===== src/rtl/mult_share_arbiter.sv =====
// Round-robin arbiter/sequencer sharing one 4x4 multiplier between NUM_REQ requesters.
// Optional WAIT_DONE watchdog enabled by defining MULT_ARB_TIMEOUT_EN.
module mult_share_arbiter #(
    parameter int NUM_REQ        = 2,
    parameter int TIMEOUT_CYCLES = 64
) (
    input  logic                   CLK,
    input  logic                   RESET,
    input  logic [NUM_REQ-1:0]     REQ,
    input  logic [4*NUM_REQ-1:0]   REQ_A,
    input  logic [4*NUM_REQ-1:0]   REQ_B,
    output logic [NUM_REQ-1:0]     GNT,
    output logic [NUM_REQ-1:0]     RSP_VALID,
    output logic [7:0]             RSP_Y,
    output logic                   RSP_ERR,
    output logic                   BUSY,
    output logic [3:0]             MULT_A,
    output logic [3:0]             MULT_B,
    output logic                   MULT_START,
    input  logic                   MULT_DONE,
    input  logic [7:0]             MULT_Y
);

    localparam int IDX_W = (NUM_REQ > 1) ? $clog2(NUM_REQ) : 1;

    typedef enum logic [1:0] {IDLE, ISSUE, WAIT_DONE, RESPOND} state_e;

    state_e               state_q, state_d;
    logic [IDX_W-1:0]     idx_q, idx_d;
    logic [IDX_W-1:0]     last_q, last_d;
    logic [NUM_REQ-1:0]   gnt_q, gnt_d;
    logic [NUM_REQ-1:0]   rsp_valid_q, rsp_valid_d;
    logic [7:0]           rsp_y_q, rsp_y_d;
    logic                 busy_q, busy_d;
    logic [3:0]           mult_a_q, mult_a_d;
    logic [3:0]           mult_b_q, mult_b_d;
    logic                 mult_start_q, mult_start_d;
`ifdef MULT_ARB_TIMEOUT_EN
    logic [7:0]           cnt_q, cnt_d;
    logic                 rsp_err_q, rsp_err_d;
`endif

    logic [3:0]           op_a [NUM_REQ];
    logic [3:0]           op_b [NUM_REQ];
    logic                 found;
    logic [IDX_W-1:0]     win;
    logic [IDX_W-1:0]     cand;

    for (genvar g = 0; g < NUM_REQ; g++) begin : g_ops
        assign op_a[g] = REQ_A[4*g +: 4];
        assign op_b[g] = REQ_B[4*g +: 4];
    end

    // Search starts just past the last served requester, so it ends up lowest priority.
    always_comb begin
        found = 1'b0;
        win   = '0;
        cand  = '0;
        for (int i = 1; i <= NUM_REQ; i++) begin
            cand = IDX_W'((int'(last_q) + i) % NUM_REQ);
            if (!found && REQ[cand]) begin
                found = 1'b1;
                win   = cand;
            end
        end
    end

    always_comb begin
        // NOTE: every signal gets a default before the case so no path leaves it unassigned (no latches).
        state_d      = state_q;
        idx_d        = idx_q;
        last_d       = last_q;
        gnt_d        = gnt_q;
        rsp_valid_d  = '0;
        rsp_y_d      = rsp_y_q;
        mult_a_d     = mult_a_q;
        mult_b_d     = mult_b_q;
        mult_start_d = 1'b0;
`ifdef MULT_ARB_TIMEOUT_EN
        cnt_d        = cnt_q;
        rsp_err_d    = rsp_err_q;
`endif
        unique case (state_q)
            IDLE: begin
                if (found) begin
                    state_d      = ISSUE;
                    idx_d        = win;
                    gnt_d        = NUM_REQ'(1) << win;
                    mult_a_d     = op_a[win];
                    mult_b_d     = op_b[win];
                    mult_start_d = 1'b1;
                end
            end
            ISSUE: begin
                state_d = WAIT_DONE;
`ifdef MULT_ARB_TIMEOUT_EN
                cnt_d   = '0;
`endif
            end
            WAIT_DONE: begin
                if (MULT_DONE) begin
                    state_d     = RESPOND;
                    rsp_y_d     = MULT_Y;
                    rsp_valid_d = gnt_q;
`ifdef MULT_ARB_TIMEOUT_EN
                    rsp_err_d   = 1'b0;
                end else if (cnt_q + 8'd1 == 8'(TIMEOUT_CYCLES)) begin
                    state_d     = RESPOND;
                    rsp_y_d     = '0;
                    rsp_valid_d = gnt_q;
                    rsp_err_d   = 1'b1;
                end else begin
                    cnt_d       = cnt_q + 8'd1;
`endif
                end
            end
            RESPOND: begin
                state_d = IDLE;
                last_d  = idx_q;
                gnt_d   = '0;
            end
            default: state_d = IDLE;
        endcase
        busy_d = (state_d != IDLE);
    end

    always_ff @(posedge CLK) begin
        if (!RESET) begin
            state_q      <= IDLE;
            idx_q        <= '0;
            last_q       <= IDX_W'(NUM_REQ - 1);
            gnt_q        <= '0;
            rsp_valid_q  <= '0;
            rsp_y_q      <= '0;
            busy_q       <= 1'b0;
            mult_a_q     <= '0;
            mult_b_q     <= '0;
            mult_start_q <= 1'b0;
`ifdef MULT_ARB_TIMEOUT_EN
            cnt_q        <= '0;
            rsp_err_q    <= 1'b0;
`endif
        end else begin
            state_q      <= state_d;
            idx_q        <= idx_d;
            last_q       <= last_d;
            gnt_q        <= gnt_d;
            rsp_valid_q  <= rsp_valid_d;
            rsp_y_q      <= rsp_y_d;
            busy_q       <= busy_d;
            mult_a_q     <= mult_a_d;
            mult_b_q     <= mult_b_d;
            mult_start_q <= mult_start_d;
`ifdef MULT_ARB_TIMEOUT_EN
            cnt_q        <= cnt_d;
            rsp_err_q    <= rsp_err_d;
`endif
        end
    end

`ifdef MULT_ARB_TIMEOUT_EN
    assign RSP_ERR = rsp_err_q;
`else
    logic timeout_unused;
    assign timeout_unused = (TIMEOUT_CYCLES != 0);
    assign RSP_ERR        = 1'b0;
`endif

    assign GNT        = gnt_q;
    assign RSP_VALID  = rsp_valid_q;
    assign RSP_Y      = rsp_y_q;
    assign BUSY       = busy_q;
    assign MULT_A     = mult_a_q;
    assign MULT_B     = mult_b_q;
    assign MULT_START = mult_start_q;

endmodule


===== config.mk =====
export PLATFORM = sky130hd
export DESIGN_NAME = mult_share_arbiter
export DESIGN_NICKNAME = d
export VERILOG_FILES = /design/src/rtl/mult_share_arbiter.sv
export SDC_FILE = /design/constraint.sdc
export NUM_CORES = 1
export LEC_CHECK = 0
export BUFFER_PORTS_ARGS = -buffer_cell sky130_fd_sc_hd__buf_2
export CORE_MARGIN = 2
export CORE_UTILIZATION = 44
export DETAILED_ROUTE_END_ITERATION = 6
export GPL_TIMING_DRIVEN = 0
export PLACE_DENSITY = 0.9
export SYNTH_ARGS = -nofsm -noshare
export SYNTH_HDL_FRONTEND = slang
export SYNTH_SLANG_ARGS = --single-unit

===== constraint.sdc =====
create_clock -name CLK -period 1.6 [get_ports CLK]
set_input_delay 0.08 -clock CLK [delete_from_list [all_inputs] [get_ports CLK]]
set_output_delay 0.08 -clock CLK [all_outputs]
set_load 0.03 [all_outputs]

# After elaboration in Yosys (flattened, before gate mapping)
# Cells that the tools add are included.
# W data, S select, Z words.
# op_classes
n_addsub	2
magnitude_cmp	3
n_eq_ne	4
n_shift	1
n_mux	20
bitwise	1
n_reduce_logical	10
# op_table
operator	n
$mux W4	6
$mux W1	9
$pmux W2 S4	1
$reduce_and A2 Y1	4
$mux W2	3
$eq A2 B2 Y1 const B	2
$lt A1 B2 Y1 const B	2
$pmux W2 S2	1
$reduce_bool A2 Y1	2
$reduce_and A3 Y1	1
$add A1 B1 Y1 const B	2
$eq A2 B1 Y1 const B	1
$ge A2 B2 Y1 const B	1
$logic_not A2 Y1	1
$ne A2 B2 Y1 const B	1
$not A1 Y2	1
$shl A1 B1 Y2 const A	1
$logic_and A1 B1 Y1	1
$logic_not A1 Y1	1
# totals
regBits	26

# Logic depth before layout (Yosys ltp)
# Gate-level depths: netlist of the first run.
# logic_depth
word_depth	11
mapped_depth	4
mapped_depth_nobuf	3

# Least setup slack after synthesis of the first run
# OpenSTA, ideal clock, no wires.
# synth_timing
path_kind	register to register
start	reg state_q[0]
end	reg rsp_y_q[1], in the netlist RSP_Y[1]
arrival_time_ns	1.004
required_ns	1.483
setup_slack_ns	0.479
stages_incl_launch_ff	5
synth_period_minus_slack_ns	1.121
path_cell_list	dfxtp_1 and3b_4 buf_12 mux2i_1 nor2_1
# synth_between
elab_chain_cells	2
# synth_rtl
element	line_no	text
start, declared	28	state_e state_q, state_d;
start signal, assigned	144	state_q <= state_d;
$eq A2 B2 Y1	83	unique case (state_q)
$reduce_and A2 Y1 (no source line)	--	
end signal, assigned	149	rsp_y_q <= rsp_y_d;
end, declared	33	logic [7:0] rsp_y_q, rsp_y_d;
# Every way passes these cells.
# A chain may end at the register's enable or synchronous reset.

# Worst setup path in the final report of the first run
# layout_timing
start	reg state_q[1]
end	reg rsp_y_q[7], in the netlist RSP_Y[7]
# Same word-level chain as after synthesis.

==> impl_metrics.py, run 1 <==
metrics = {
    "clock_network": {
        "clock_sinks": 26,
        "h-tree-depth": 1,
        "clockRootBuffer": "clkbuf_4",
        "clk_latency_ns": 0.31,
        "cts_tree": "done",
        "cts-buffers-inserted": 3,
        "post_cts_resized": 0,
        "clkTransAtPathRegs_ns": 0.13,
        "cts_buffer_depth": 2,
    },
    "worst_setup_path": {
        "cpPeakStageDelay_ns": 0.49,
        "path_max_fanout": 10,
        "worstPathCellList": "and3b_4 > buf_12 > mux2i_1 > nor2_1",
        "critPathKind": "reg -> reg",
        "worstPathArrival_ns": 1.46,
        "end_kind": "flip-flop",
        "start_kind": "flip-flop",
        "cp_top_family": "flip-flops",
        "critPathBufInv": 1,
        "critPathSlowestCell": "dfxtp_1",
        "crit_required_ns": 1.81,
        "cp.depth": 4,
        "r2r_cells": 4,
    },
    "timing": {
        "hold_violations": 0,
        "period_share": 0.782,
        "finalSetupViolCount": 0,
        "maxSlewViolCount": 0,
        "max_clock_freq_ghz": 0.800,
        "finalClockSkew_ns": 0.00462,
        "fin_crit_ns": 1.25,
        "rsz0062_at_grt": "false",
        "finalSetupTns_ns": 0,
    },
    "global_route": {
        "grt_pass1_wl_um": 3760,
        "grt-busiest-layer": "met2",
        "grt_max_degree": 14,
        "globalRouteMet2Util": 0.342,
        "grt_use_met1": 0.208,
        "grt_util_all_layers": 0.183,
        "grt_pass1_vias": 895,
        "overflow": 0,
        "use_met3": 0.0343,
        "antenna_found_initial": 0,
    },
    "route": {
        "vias": 983,
        "drt_iter0_drc": 17,
        "wl_per_cell_um": 12.5,
        "antenna_left": 0,
        "drc_errors": 0,
        "vias_per_cell": 5.07,
        "firstDrtPassIters": 4,
        "routed_wl_um": 2430,
    },
    "layout": {
        "syn_to_final_growth_pct": 35.7,
        "fin_nets": 197,
        "drive_gt1_frac": 0.386,
        "diodes": 0,
        "final_common_cell": "buf_2",
        "instances_no_fill": 194,
        "layout_common_cells": "buf_2 (51), dfxtp_1 (26), nand2_1 (19), a21oi_1 (10), nor2_1 (9)",
    },
    "placement": {
        "globalplace.congestion": 0.697,
        "dp_cells": 185,
        "port_buffers": 50,
        "hpwl_um": 1740,
    },
    "logic_synthesis": {
        "ys_types": 29,
        "ys.flop_type": "dfxtp_1",
        "synth_edf_count": 0,
        "synthArstFlopShare": 0,
        "syn-cell-area_sq_um": 1030,
        "syn_inst": 107,
        "yosys.area.top_type": "dfxtp_1",
        "synth_seq_cells": 26,
        "synth_nets": 136,
        "syn_avg_cell_area_sq_um": 9.64,
        "synthTopCellsByArea": "dfxtp_1 (50%), mux2i_1 (7.8%), nand2_1 (6.9%)",
        "synth_top_area_share": 0.505,
        "ys_seq_area_frac": 0.505,
        "yosysWarnings": 0,
    },
    "floorplan": {
        "die-area_sq_um": 2750,
        "rows": 17,
        "die_y_um": 52.4,
        "ioPinCount": 52,
        "die_x_um": 52.4,
        "core_sq_um": 2210,
        "initial_core_util": 0.466,
    },
    "job": {
        "drv_cap": 0,
    },
    "hold_path": {
        "hold_depth": 3,
        "hp-class": "in -> reg",
    },
    "pwr": {
        "vdd.ir_drop.worst_uv": 644,
        "powerDensity_nw_per_um2": 1110,
        "p_leak_nw": 0.665,
    },
    "outcome": {
        "status": "complete, no violations",
    },
}
-- per-stage QoR --
stage / hold WS, ns / area [sq um] / power [mW] / setup WS (ns) / util
after floorplan: 0.152 / 1030 / 1.14 / 0.479 / -
after global placement: 0.313 / 1320 / 1.27 / 0.435 / 0.595
after detailed placement: 0.323 / 1320 / 1.28 / 0.383 / 0.595
after CTS: 0.00518 / 1400 / 1.56 / 0.356 / 0.632
after global routing: 0.0155 / 1400 / 1.63 / 0.254 / 0.632
final: 0.00845 / 1400 / 1.55 / 0.350 / 0.632
-- cells in the mapped netlist, types with 2 or more instances --
master / count
dfxtp_1: 26
a311oi_1: 8
mux2i_1: 8
clkbuf_2: 2
nor2_1: 9
nor2_2: 2
nand2_1: 19
a21oi_1: 10
nand3_1: 2
and3_1: 2
-- registers in the layout, summed over array words and instances (netlist names) --
register	cells
state_q	2
idx_q	1
BUSY	1
MULT_A	4
GNT	2
MULT_B	4
RSP_VALID	2
RSP_Y	8
last_q	1
MULT_START	1
-- worst reg2reg max path, cell delays in order, from the launching register on --
cell,delay [ns]
dfxtp_1,0.49
and3b_4,0.27
buf_12,0.14
mux2i_1,0.19
nor2_1,0.06
-- cell type report --
type / instances / area, sq um
flip-flops and latches: 26 / 520
fillers: 203 / 813
inverters: 1 / 3.75
well taps: 28 / 35.0
plain buffers: 6 / 53.8
clock buffers: 3 / 22.5
repair buffers: 56 / 310
multi-input cells: 74 / 453
-- routing by layer --
| layer | vias up | part of all wire |
|---|---|---|
| met1 | 439 | 0.42 |
| met4 | 0 | 0.0053 |
| met3 | 2 | 0.096 |
| met2 | 52 | 0.48 |
| met5 | - | 0 |
| li1 | 490 | - |
-- timing repair --
action	4_1_cts	5_1_grt
buffers inserted	0	0
hold buffers	6	0
hold endpoints to repair	6	0
-- where the power goes --
part	switching (mW)	internal [mW]	leakage (nW)	total (mW)
clock	0.176	0.0881	0.0138	0.264
combinational	0.307	0.198	0.438	0.505
sequential	0.0510	0.726	0.213	0.777
-- final timing paths --
kind / end / start / slack (ns)
worst min register to register: idx_q$_SDFFE_PN0P_ / idx_q$_SDFFE_PN0P_ / 0.49
worst max-delay path: RSP_Y[7]$_SDFFE_PN0P_ / state_q[1]$_SDFF_PN0_ / 0.35
worst max register to register: RSP_Y[7]$_SDFFE_PN0P_ / state_q[1]$_SDFF_PN0_ / 0.35
worst min-delay path: RSP_Y[5]$_SDFFE_PN0P_ / MULT_Y[5] / 0.008
-- cell families after synthesis --
family | count (synthesis) | synth area share
compound gates | 25 | 0.176
xor+xnor | 1 | 0.00850
buf+inv | 7 | 0.0558
flops | 26 | 0.505
mux | 8 | 0.0777
other cells | 1 | 0.00364
simple gates | 39 | 0.174
Note: power is estimated with default switching activity, not from simulation.
==> inputs of run 2 (changes only) <==
Settings changed: CORE_UTILIZATION 44 to 39, PLACE_DENSITY 0.9 to 0.85.
Clock period 1.6 ns to 1.1 ns, I/O delays scaled along.
==> impl_metrics.py, run 2 (synthesized netlist as in run 1, its figures left out) <==
metrics = {
    "floorplan": {
        "die_x_um": 55.4,
        "ioPinCount": 52,
        "core_sq_um": 2500,
        "rows": 18,
        "initial_core_util": 0.412,
        "die_y_um": 55.4,
        "die-area_sq_um": 3070,
    },
    "layout": {
        "layout_common_cells": "buf_2 (51), dfxtp_1 (23), dlygate4sd3_1 (23), nand2_1 (19), a21oi_1 (10)",
        "fillerInstances": 186,
        "drive_gt1_frac": 0.398,
        "final_common_cell": "buf_2",
        "syn_to_final_growth_pct": 63.5,
        "largest_reg_flops": 8,
        "instances_no_fill": 221,
        "diodes": 0,
        "fin_nets": 222,
    },
    "worst_setup_path": {
        "r2r-start": "state_q[0]$_SDFF_PN0_",
        "start_kind": "flip-flop",
        "r2r_setup_slack_ns": -0.08,
        "worstPathCellList": "and3b_4 > buf_12 > mux2i_1 > nor2_1",
        "critPathSlowestCell": "dfxtp_4",
        "r2r_cells": 4,
        "crit_required_ns": 1.32,
        "reg2reg_to": "RSP_Y[6]$_SDFFE_PN0P_",
        "endpoint": "RSP_Y[6]$_SDFFE_PN0P_",
        "worstPathArrival_ns": 1.41,
        "cpPeakStageDelay_ns": 0.38,
        "critPathKind": "reg -> reg",
        "end_kind": "flip-flop",
        "path_max_fanout": 9,
        "startpoint": "state_q[0]$_SDFF_PN0_",
    },
    "route": {
        "drt_iter0_drc": 64,
        "firstDrtPassIters": 4,
        "vias_per_cell": 5.14,
        "vias": 1136,
        "drc_errors": 0,
        "wl_per_cell_um": 14.4,
        "antenna_left": 0,
        "routed_wl_um": 3180,
    },
    "clock_network": {
        "cts_buffer_depth": 2,
        "clkTransAtPathRegs_ns": 0.14,
        "clk_latency_ns": 0.33,
        "clockRootBuffer": "clkbuf_4",
        "cts_tree": "done",
        "clock_sinks": 26,
        "cts-buffers-inserted": 3,
        "h-tree-depth": 1,
    },
    "pwr": {
        "p_int_mw": 1.60,
        "p_switching_uw": 874,
        "powerDensity_nw_per_um2": 1470,
        "vdd.ir_drop.worst_uv": 1090,
        "comb_power_share": 0.378,
        "pwr-share-seq": 0.458,
        "clkPwrFrac": 0.164,
        "p_leak_nw": 0.790,
        "p_total_mw": 2.47,
        "switching_share": 0.354,
    },
    "outcome": {
        "status": "finished with violations",
        "violations": "setup timing",
    },
    "timing": {
        "fin_crit_ns": 1.18,
        "finalSetupTns_ns": -0.574,
        "hold_violations": 0,
        "layout_setup_ws_ns": -0.0837,
        "finalSetupViolCount": 15,
        "max_clock_freq_ghz": 0.845,
        "rsz0062_at_grt": "true",
        "maxSlewViolCount": 0,
        "period_share": 1.08,
        "finalClockSkew_ns": 0.0113,
    },
    "global_route": {
        "antenna_found_initial": 0,
        "grt_pass1_wl_um": 5120,
        "overflow": 0,
        "grt_pass1_vias": 1129,
        "grt_max_degree": 14,
        "grt_util_all_layers": 0.209,
    },
    "job": {
        "drv_cap": 0,
    },
    "hold_path": {
        "hp-class": "in -> reg",
        "hold_path.startpoint": "REQ_B[4]",
    },
    "placement": {
        "dp_slack_ns": -0.126,
        "port_buffers": 50,
        "hpwl_um": 1870,
        "dp_cells": 187,
        "globalplace.congestion": 0.860,
    },
}
-- run 2: what timing repair did --
action / in CTS / in global routing
hold buffers: 22 / 1
buffers inserted: 6 / 0
pin swaps: 6 / 5
endpoints found under the hold margin: 17 / 1
cloned: 3 / 0
gates resized for setup: 11 / 3
setup endpoints to repair: 20 / 22
-- run 2: final cells by class --
| type | instances | area (sq um) | share of cell area |
|---|---|---|---|
| flip-flops and latches | 26 | 529 | 0.314 |
| plain buffers | 5 | 48.8 | 0.0290 |
| repair buffers | 80 | 537 | 0.318 |
| multi-input cells | 76 | 507 | 0.301 |
| clock buffers | 3 | 22.5 | 0.0134 |
| inverters | 1 | 3.75 | 0.00223 |
| well taps | 30 | 37.5 | 0.0223 |
-- run 2: per-layer routing --
metal	vias to the layer above	wire, um	global-route usage	part of all wire
met5	-	0	0	0
met4	0	29	0.0662	0.0091
met3	5	296	0.0468	0.093
met2	77	1630	0.381	0.51
met1	508	1230	0.239	0.39
li1	546	-	-	-
-- run 2: power groups by stage --
stage               Sequential, mW  Combinational, mW  Clock (mW)
finish                        1.13              0.934       0.405
global route                  1.15              0.995       0.445
CTS                           1.13              0.911       0.410
detailed placement            1.15              0.728           0
global placement              1.14              0.703           0
floorplan                     1.33              0.320           0
-- run 2: stage by stage --
stage                     utilization  hold WS [ns]  cell area, sq um
after CTS                       0.665      0.000595              1660
final                           0.674      0.000925              1690
after floorplan                     -         0.127              1030
after detailed placement        0.528         0.305              1320
after global routing            0.674       0.00478              1690
after global placement          0.528         0.287              1320
-- run 2: worst min-delay path by stage --
stage / depth (start not counted) / to / slack, ns
6_report: 3 / MULT_B[0]$_SDFFE_PN0P_ / 0.0009
2_1_floorplan: 1 / last_q$_SDFFE_PN1P_ / 0.13
5_1_grt: 3 / MULT_B[0]$_SDFFE_PN0P_ / 0.005
4_1_cts: 2 / state_q[0]$_SDFF_PN0_ / 0.0006
3_5_place_dp: 2 / last_q$_SDFFE_PN1P_ / 0.31
3_3_place_gp: 3 / RSP_Y[7]$_SDFFE_PN0P_ / 0.29
-- run 2: critical path: cells and delay by family (launching register included) --
family | cells | cell delay, ns
muxes | 1 | 0.20
and+or+nand+nor | 2 | 0.38
DFF | 1 | 0.38
buffers and inverters | 1 | 0.13
